**config.mk**
```make
export PLATFORM = sky130hd
export DESIGN_NAME = mems_spi_rx
export DESIGN_NICKNAME = d
export VERILOG_FILES = /design/src/rtl/mems_spi_pkg.sv /design/src/rtl/mems_spi_rx_sync_edge.sv /design/src/rtl/mems_spi_rx.sv
export SDC_FILE = /design/constraint.sdc
export NUM_CORES = 1
export LEC_CHECK = 0
export CELL_PAD_IN_SITES_DETAIL_PLACEMENT = 1
export CELL_PAD_IN_SITES_GLOBAL_PLACEMENT = 1
export CORE_AREA = 10 10 94 96
export CTS_CLUSTER_SIZE = 25
export DETAILED_ROUTE_END_ITERATION = 10
export DIE_AREA = 0 0 104 106
export GPL_ROUTABILITY_DRIVEN = 0
export MAX_ROUTING_LAYER = met4
export PLACE_DENSITY_LB_ADDON = 0.1
export SLEW_MARGIN = 5
export SYNTH_ARGS = -nofsm -noshare
export SYNTH_HDL_FRONTEND = slang
export SYNTH_SLANG_ARGS = --single-unit
```
**constraint.sdc**
```tcl
create_clock -name clk -period 2.39 [get_ports clk]
set_input_delay 0.478 -clock clk [delete_from_list [all_inputs] [get_ports clk]]
set_output_delay 0.478 -clock clk [all_outputs]
set_load 0.1 [all_outputs]
```
**src/rtl/mems_spi_pkg.sv**
```systemverilog
// Shared SPI definitions for the MEMS receiver and transmitter.
// Word width default, FSM state encodings and idle pin levels.
package mems_spi_pkg;

  localparam int DATA_W_DEF = 24;

  typedef enum logic [1:0] {
    IDLE = 2'd0,
    RECV = 2'd1,
    HOLD = 2'd2
  } state_e;

  localparam logic SCK_IDLE  = 1'b0;
  localparam logic CS_IDLE   = 1'b1;
  localparam logic MOSI_IDLE = 1'b0;

endpackage

```
**src/rtl/mems_spi_rx_sync_edge.sv**
```systemverilog
// Multi-flop synchronizer with rise/fall pulse on the synced value.
// Pulses are one clk wide and derived only from synchronized samples.
module spi_sync_edge #(
  parameter int   STAGES   = 2,
  parameter logic IDLE_LVL = 1'b0
) (
  input  logic clk,
  input  logic rst,
  input  logic d,
  output logic q,
  output logic rise,
  output logic fall
);

  logic [STAGES-1:0] sync_q;
  logic [STAGES-1:0] sync_d;
  logic              prev_q;
  logic              prev_d;

  // Next values: shift the raw pin in, remember last synced level.
  always_comb begin
    sync_d = {sync_q[STAGES-2:0], d};
    prev_d = sync_q[STAGES-1];
  end

  // Chain and history flops reset to the pin's idle level.
  always_ff @(posedge clk) begin
    if (rst) begin
      sync_q <= {STAGES{IDLE_LVL}};
      prev_q <= IDLE_LVL;
    end else begin
      sync_q <= sync_d;
      prev_q <= prev_d;
    end
  end

  assign q    = sync_q[STAGES-1];
  assign rise = q & ~prev_q;
  assign fall = ~q & prev_q;

endmodule

```
**src/rtl/mems_spi_rx.sv**
```systemverilog
// SPI slave receiver for MEMS sensor words, MSB first, sampled on sck fall.
// Define MEMS_SPI_RX_MISO_EN to add the tx_data/miso return path.
module mems_spi_rx
  import mems_spi_pkg::*;
#(
  parameter int DATA_W      = DATA_W_DEF,
  parameter int SYNC_STAGES = 2
) (
  input  logic              clk,
  input  logic              rst,
  input  logic              sck,
  input  logic              mosi,
  input  logic              CS,
`ifdef MEMS_SPI_RX_MISO_EN
  input  logic [DATA_W-1:0] tx_data,
  output logic              miso,
`endif
  output logic [DATA_W-1:0] data_out,
  output logic              new_data,
  output logic              frame_err,
  output logic              busy
);

  localparam int CW = $clog2(DATA_W + 1);

  logic sck_s;
  logic sck_rise;
  logic sck_fall;
  logic cs_s;
  logic cs_rise;
  logic cs_fall;

  spi_sync_edge #(
    .STAGES  (SYNC_STAGES),
    .IDLE_LVL(SCK_IDLE)
  ) u_sck_sync (
    .clk (clk),
    .rst (rst),
    .d   (sck),
    .q   (sck_s),
    .rise(sck_rise),
    .fall(sck_fall)
  );

  spi_sync_edge #(
    .STAGES  (SYNC_STAGES),
    .IDLE_LVL(CS_IDLE)
  ) u_cs_sync (
    .clk (clk),
    .rst (rst),
    .d   (CS),
    .q   (cs_s),
    .rise(cs_rise),
    .fall(cs_fall)
  );

  logic [SYNC_STAGES-1:0] mosi_q;
  logic [SYNC_STAGES-1:0] mosi_d;
  logic                   mosi_s;

  state_e            state_q;
  state_e            state_d;
  logic [CW-1:0]     cnt_q;
  logic [CW-1:0]     cnt_d;
  logic [DATA_W-1:0] shift_q;
  logic [DATA_W-1:0] shift_d;
  logic [DATA_W-1:0] data_q;
  logic [DATA_W-1:0] data_d;
  logic              overrun_q;
  logic              overrun_d;
  logic              new_data_q;
  logic              new_data_d;
  logic              frame_err_q;
  logic              frame_err_d;

`ifdef MEMS_SPI_RX_MISO_EN
  logic [DATA_W-1:0] tx_q;
  logic [DATA_W-1:0] tx_d;
`else
  logic              unused_sync;
  assign unused_sync = cs_s ^ sck_rise ^ sck_s;
`endif

  // mosi shares the same depth so it lines up with the sck edge pulse.
  always_comb begin
    mosi_d = {mosi_q[SYNC_STAGES-2:0], mosi};
  end

  assign mosi_s = mosi_q[SYNC_STAGES-1];

  // Frame FSM next-state; a CS rise always wins over a same-cycle sck edge.
  always_comb begin
    state_d     = state_q;
    cnt_d       = cnt_q;
    shift_d     = shift_q;
    data_d      = data_q;
    overrun_d   = overrun_q;
    new_data_d  = 1'b0;
    frame_err_d = 1'b0;
`ifdef MEMS_SPI_RX_MISO_EN
    tx_d        = tx_q;
`endif
    unique case (state_q)
      IDLE: begin
        if (cs_fall) begin
          state_d   = RECV;
          cnt_d     = '0;
          shift_d   = '0;
          overrun_d = 1'b0;
`ifdef MEMS_SPI_RX_MISO_EN
          tx_d      = tx_data;
`endif
        end
      end
      RECV: begin
        if (cs_rise) begin
          frame_err_d = 1'b1;
          state_d     = IDLE;
        end else if (sck_fall) begin
          shift_d = {shift_q[DATA_W-2:0], mosi_s};
          cnt_d   = cnt_q + 1'b1;
          if (cnt_q == CW'(DATA_W - 1)) begin
            state_d = HOLD;
          end
        end
`ifdef MEMS_SPI_RX_MISO_EN
        // First rise launches the MSB already on miso, so it must not shift.
        if (!cs_rise && sck_rise && cnt_q != '0) begin
          tx_d = {tx_q[DATA_W-2:0], 1'b0};
        end
`endif
      end
      HOLD: begin
        if (cs_rise) begin
          state_d = IDLE;
          if (overrun_q) begin
            frame_err_d = 1'b1;
          end else begin
            data_d     = shift_q;
            new_data_d = 1'b1;
          end
        end else if (sck_fall) begin
          overrun_d = 1'b1;
        end
      end
      default: begin
        state_d = IDLE;
      end
    endcase
  end

  // All receiver state and registered outputs.
  always_ff @(posedge clk) begin
    if (rst) begin
      mosi_q      <= {SYNC_STAGES{MOSI_IDLE}};
      state_q     <= IDLE;
      cnt_q       <= '0;
      shift_q     <= '0;
      data_q      <= '0;
      overrun_q   <= 1'b0;
      new_data_q  <= 1'b0;
      frame_err_q <= 1'b0;
`ifdef MEMS_SPI_RX_MISO_EN
      tx_q        <= '0;
`endif
    end else begin
      mosi_q      <= mosi_d;
      state_q     <= state_d;
      cnt_q       <= cnt_d;
      shift_q     <= shift_d;
      data_q      <= data_d;
      overrun_q   <= overrun_d;
      new_data_q  <= new_data_d;
      frame_err_q <= frame_err_d;
`ifdef MEMS_SPI_RX_MISO_EN
      tx_q        <= tx_d;
`endif
    end
  end

  assign data_out  = data_q;
  assign new_data  = new_data_q;
  assign frame_err = frame_err_q;
  assign busy      = (state_q != IDLE);

`ifdef MEMS_SPI_RX_MISO_EN
  assign miso = ~cs_s & tx_q[DATA_W-1];
`endif

endmodule

```
# Yosys cells after proc, flatten, opt, wreduce, memory -nomap -nowiden
# Index checks and enable logic that the tools add are counted.
[totals]
ff_bits = 66
latch_bits = 0
ram_bits = 0
mem_bits_ro = 0
input_bits = 5
output_inout_bits = 27
wordCells = 65
mem_count = 0
[op_classes]
n_addsub = 1
multipliers = 0
div_mod_pow = 0
magnitude_cmp = 0
eq_ne = 11
shifts = 0
mux = 23
bitwise = 9
n_reduce_logical = 9
[op_table]
columns = ["op", "n"]
rows = [
  ["two-way mux 24 bit", 3],
  ["one-hot mux 24 bit (2 select lines)", 1],
  ["two-way mux 5 bit", 3],
  ["!= test 2 bit (second input constant)", 6],
  ["AND reduction 4 bit", 3],
  ["two-way mux 2 bit", 5],
  ["one-hot mux 5 bit (2 select lines)", 1],
  ["two-way mux 1 bit", 7],
  ["!= test 3 bit (second input constant)", 2],
  ["inverter 1 bit", 6],
  ["one-hot mux 2 bit (3 select lines)", 1],
  ["nonzero test 2 bit", 3],
  ["adder 5 x 1 -> 5 bit (second input constant)", 1],
  ["equality test 5 bit (second input constant)", 1],
  ["one-hot mux 1 bit (2 select lines)", 2],
  ["bitwise AND 1 bit", 3],
  ["AND reduction 3 bit", 1],
  ["OR reduction 3 bit", 1],
  ["equality test 2 x 1 -> 1 bit (second input constant)", 1],
  ["equality test 2 bit (second input constant)", 1],
  ["logical NOT 2 bit", 1],
]

# Depth between registers and ports, before layout
[depth]
depth_word = 5
mapped_depth = 9
ltp_nobuf = 6

# Cells and area by module
# A second synthesis with hierarchy kept.
[unflattened]
hier_cells = 295
hier_area_um2 = 2504.9
[modules_own_cells]
columns = ["module", "instances", "cells_per_inst", "area_per_inst_um2", "seq_area_each_um2"]
rows = [
  ["mems_spi_rx", 1, 279, 2321.0, 1201.2],
  ["spi_sync_edge at u_cs_sync", 1, 8, 92.6, 60.1],
  ["spi_sync_edge at u_sck_sync", 1, 8, 91.3, 60.1],
]

# Least setup slack after synthesis
# Ideal clock, no wire load.
[synth_timing]
kind = "register to output"
from = "register state_q[0]"
to = "output busy"
arrival_ps = 1312
required_time_ps = 1912
slack_ps = 600
path_stages_with_launch = 5
path_buffers = 1
path_cell_list = "dfxtp_1 inv_1 ha_1 buf_6 inv_1"
[synth_between]
elab_chain_len = 1
[synth_rtl]
columns = ["element", "line_no", "rtl"]
rows = [
  ["from (decl)", "mems_spi_rx.sv:61", "state_e state_q;"],
  ["from (signal assigned)", "mems_spi_rx.sv:168", "state_q <= state_d;"],
  ["nonzero test 2 bit", "mems_spi_rx.sv:184", "assign busy = (state_q != IDLE);"],
  ["to (decl)", "mems_spi_rx.sv:21", "output logic busy"],
]
# No other way between the ends.

# Worst setup path after layout
[layout_timing]
from = "register state_q[0]"
to = "register shift_q[5]"
[layout_between]
elab_chain_len = 3
word_cells_on_any_way = 8
cone_classes = "eq/ne (4); mux (1); reduce/logical (3)"
[layout_rtl]
columns = ["element", "line_no", "rtl"]
rows = [
  ["equality test 2 x 1 -> 1 bit / logical NOT 2 bit (equally long branches)", "mems_spi_rx.sv:103", "unique case (state_q)"],
  ["!= test 2 bit (no line) / nonzero test 2 bit (equally long branches)", "-", ""],
  ["AND reduction 4 bit (no line)", "-", ""],
  ["to (signal assigned)", "mems_spi_rx.sv:170", "shift_q <= shift_d;"],
  ["to (decl)", "mems_spi_rx.sv:65", "logic [DATA_W-1:0] shift_q;"],
]
# Several ways; a longest one is shown, not always the timed one.
# A chain may end at the register's enable or synchronous reset.

==> out/qor_table.md <==
| Parameter | Reported | Unit |
|:---|:---|:---|
| Post_cts resized | 0 | - |
| IO Port Bufs | 31 | - |
| Yosys top cell by area | sky130_fd_sc_hd__dfxtp_1 | - |
| Worst IR Drop VDD | 0.558 | mV |
| Clock-pin slew on the worst setup and hold paths | 70 | ps |
| XOR/XNOR share of the synthesized area | 0 | % |
| Main combinational cell family by area after synthesis | compound AO/OA/AOI/OAI gates | - |
| Setup fix buffers added after clock tree synthesis | 0 | - |
| Power Internal | 0.00179 | W |
| Hold Buf Count CTS | 0 | - |
| Maximum clock skew at final layout | 9.03 | ps |
| FMAX | 0.522 | GHz |
| Number of sinks driven by the clock tree | 66 | - |
| CTS H-tree depth | 3 | - |
| Critical Path Slowest Stage Cell | sky130_fd_sc_hd__a211o_1 | - |
| Routing usage on met2 | 18.9 | % |
| Instance count of the mapped netlist | 303 | - |
| Count of TritonRoute iterations in the first routing pass | 4 | - |
| Most crowded layer after global routing | met2 | - |
| DP HPWL | 4170 | um |
| Final #Nets | 338 | - |
| Share of Yosys cell area claimed by the top area cell type | 46.7 | % |
| Pin count of the biggest net entering global routing | 42 | - |
| Remaining max-slew budget at the tightest pin | 43.1 | % |
| Maxcap violations | 0 | - |
| Leakage power summed over all cells | 1.24 | nW |
| Global-route total usage across every layer | 12.3 | % |
| Fraction of final layout cells with drive strength greater than 1 | 29.2 | % |
| Startpoint type of the worst setup path | flop | - |
| Post-detailed-route count of antenna-violating nets | 0 | - |
| Via/cell ratio | 5.14 | - |
| Clock tree from TritonCTS | yes | - |
| Placed Instance Area | 3150 | sq um |
| Final Setup Violations | 0 | - |
| GRT met3 Usage | 3.08 | % |
| Detail-routed net length per standard cell | 14.8 | um |
| Number of enable-type register cells in the synthesized netlist | 0 | - |
| Count of filler cells inserted in the layout | 843 | - |
| Routed wire length | 6380 | um |
| Multiplexer share of the synthesized area | 1.42 | % |
| Worst EP required | 2580 | ps |
| Area contributors post-synth | sky130_fd_sc_hd__dfxtp_1 47%, sky130_fd_sc_hd__o211ai_2 8.4%, sky130_fd_sc_hd__nand2_1 6.9%, sky130_fd_sc_hd__a21oi_1 6.5%, sky130_fd_sc_hd__a21oi_2 5.9% | - |
| List of cells traversed by the critical path | inv_1, ha_1, and2_4, a211o_1, buf_12, nand3_1, a21oi_2 | - |
| DR vias | 2,216 | - |
| Post-synthesis share of cell area spent on and, or, nand and nor gates | 19.0 | % |
| Sequential share of the synthesized area | 46.7 | % |
| Final antenna diode count | 0 | - |
| Flops & latches, synth | 66 | - |
| Initial drt markers | 58 | - |
| Synth Area in Compound Gates | 25.2 | % |
| Maximum single-stage delay on the critical path | 460 | ps |
| Min-delay worst type | reg2reg | - |
| Final standard cell area without fillers | 3320 | sq um |
| Cell area after synthesis | 2830 | sq um |
| I/O pin count | 32 | - |
| Net count after synthesis | 312 | - |
| Run status | complete, no violations | - |
| Crit path max fanout | 16 | - |
| Met1 layer usage reported by global route | 14.6 | % |
| Period Utilization, post-route | 80.1 | % |
| First-pass GRT wire length | 11,000 | um |
| Number of antenna violations at the first check in global routing | 0 | - |
| Critical Path Sink Type | flop | - |
| Slew @ Worst Pin | 853 | ps |
| Sw Ratio | 33.7 | % |
| Post-synthesis async set-or-reset flop share | 0 | % |
| CTS Root Buffer Type | sky130_fd_sc_hd__clkbuf_8 | - |
| Seq pwr share | 41.9 | % |
| Most used flip-flop cell after synthesis | sky130_fd_sc_hd__dfxtp_1 | - |
| Core Box Area | 7060 | sq um |
| End-of-flow core utilization | 47.1 | % |
| Final hold violation count | 0 | - |
| Setup TNS | 0 | ps |
| Clock Latency Late Sink | 340 | ps |
| Setup Crit Path Kind | reg2reg | - |
| Unrepaired setup endpoints after global routing | false | - |
| Worst hold slack after final layout | 413 | ps |
| Number of max-slew violations in the final report | 0 | - |
| Bufs on Longest Clock Path | 2 | - |
| Post-layout min period | 1910 | ps |
| Ratio of total power to cell area | 810 | nW/um^2 |
| DIE AREA | 11,000 | sq um |
| Grt total ovfl | 0 | - |
| Data arrival time of the worst path | 2110 | ps |
| Die X-Extent | 104 | um |
| Via count of the first global-routing pass | 2,270 | - |
| Part of the power in combinational logic | 26.2 | % |
| Synth Area in Adders | 1.77 | % |
| Area added between synthesis and finish | 17.6 | % |
| Synth unique cells | 36 | - |
| Average footprint of a synthesized cell | 9.33 | sq um |
| Yosys warnings | 0 | - |
| Sw power | 0.000907 | W |
| Starting density of the core | 40.1 | % |
| Clk network pwr share | 31.9 | % |
| Number of buffers created by CTS | 9 | - |
| DRC violations left | 0 | - |
| Core Rows | 31 | - |
| Die Height | 106 | um |
==> sequential cells by signal, summed over array words and instances (netlist names) <==
signal             cells
shift_q               24
overrun_q              1
u_sck_sync.prev_q      1
data_out              24
u_cs_sync.sync_q       2
u_cs_sync.prev_q       1
state_q                2
new_data               1
cnt_q                  5
mosi_q                 2
frame_err              1
u_sck_sync.sync_q      2
==> power by group through the flow <==
stage / clock network, W / logic (W) / registers (W)
after floorplan: 0 / 0.000564 / 0.00115
after global placement: 0 / 0.000698 / 0.00115
after detailed placement: 0 / 0.000707 / 0.00115
after CTS: 0.000889 / 0.000714 / 0.00113
after global routing: 0.000938 / 0.000761 / 0.00113
final: 0.000858 / 0.000706 / 0.00113
==> cells in the final DEF, fill, tap and decap left out, types with 4 or more instances in the layout <==
master                      n
sky130_fd_sc_hd__nand3_1   28
sky130_fd_sc_hd__mux2i_1    4
sky130_fd_sc_hd__a21oi_2   19
sky130_fd_sc_hd__buf_4     34
sky130_fd_sc_hd__o211ai_1   6
sky130_fd_sc_hd__nand2_1   52
sky130_fd_sc_hd__a21oi_1   37
sky130_fd_sc_hd__clkbuf_8  12
sky130_fd_sc_hd__ha_1       4
sky130_fd_sc_hd__nand2b_1   4
sky130_fd_sc_hd__o211ai_2  19
sky130_fd_sc_hd__dfxtp_1   66
sky130_fd_sc_hd__nor2b_1    6
sky130_fd_sc_hd__nor2_1     4
==> path summary, 6_finish.rpt <==
path                                           from             endpoint  slack (ps)  cells after the start
worst min-delay path            u_cs_sync.sync_q[0]  u_cs_sync.sync_q[1]         410                      1
worst max-delay path                     state_q[0]           shift_q[5]         480                      7
worst max register to register           state_q[0]           shift_q[5]         480                      7
worst min register to register  u_cs_sync.sync_q[0]  u_cs_sync.sync_q[1]         410                      1
==> synthesized netlist by cell type (5+ instances only) <==
| cell | n |
|---|---|
| sky130_fd_sc_hd__a21oi_1 | 37 |
| sky130_fd_sc_hd__a21oi_2 | 19 |
| sky130_fd_sc_hd__buf_2 | 10 |
| sky130_fd_sc_hd__buf_6 | 5 |
| sky130_fd_sc_hd__clkbuf_1 | 9 |
| sky130_fd_sc_hd__dfxtp_1 | 66 |
| sky130_fd_sc_hd__nand2_1 | 52 |
| sky130_fd_sc_hd__nand3_1 | 28 |
| sky130_fd_sc_hd__nor2b_1 | 6 |
| sky130_fd_sc_hd__o211ai_1 | 6 |
| sky130_fd_sc_hd__o211ai_2 | 19 |
==> worst max-delay path: cells and delay by family (launching register included) <==
family / cells / cell delay [ps]
AO/OA/AOI/OAI: 2 / 520
adder cells (fa/ha/maj): 1 / 300
buffers and inverters: 2 / 310
flip-flops: 1 / 350
AND/OR/NAND/NOR: 2 / 280
==> final cells by class <==
type / count / area, sq um / area share [%]
flip-flops and latches: 66 / 1320 / 39.7
inverters: 3 / 11.3 / 0.339
multi-input cells: 208 / 1340 / 40.3
clock inverters: 2 / 12.5 / 0.376
clock buffers: 12 / 165 / 4.97
well taps: 99 / 124 / 3.73
repair buffers: 41 / 350 / 10.5
==> stage by stage <==
stage | worst slack, ps | instances | total power (W)
6_report | 476 | 431 | 0.00269
5_1_grt | 279 | 431 | 0.00283
4_1_cts | 430 | 431 | 0.00273
3_5_place_dp | 451 | 417 | 0.00186
3_3_place_gp | 511 | 417 | 0.00185
2_1_floorplan | 600 | 303 | 0.00172
==> cells by family after synthesis <==
group	after synthesis
adders and majority gates	4
AOI/OAI and AO/OA	90
DFF	66
muxes	4
and+or+nand+nor	110
buffers and inverters	29
==> metal layers <==
layer	share of wire (%)	wire length (um)
met1	49	3150
met2	46	2950
met3	3.1	200
met4	1.3	85
met5	0	0
Note: power is estimated with default switching activity, not from simulation.
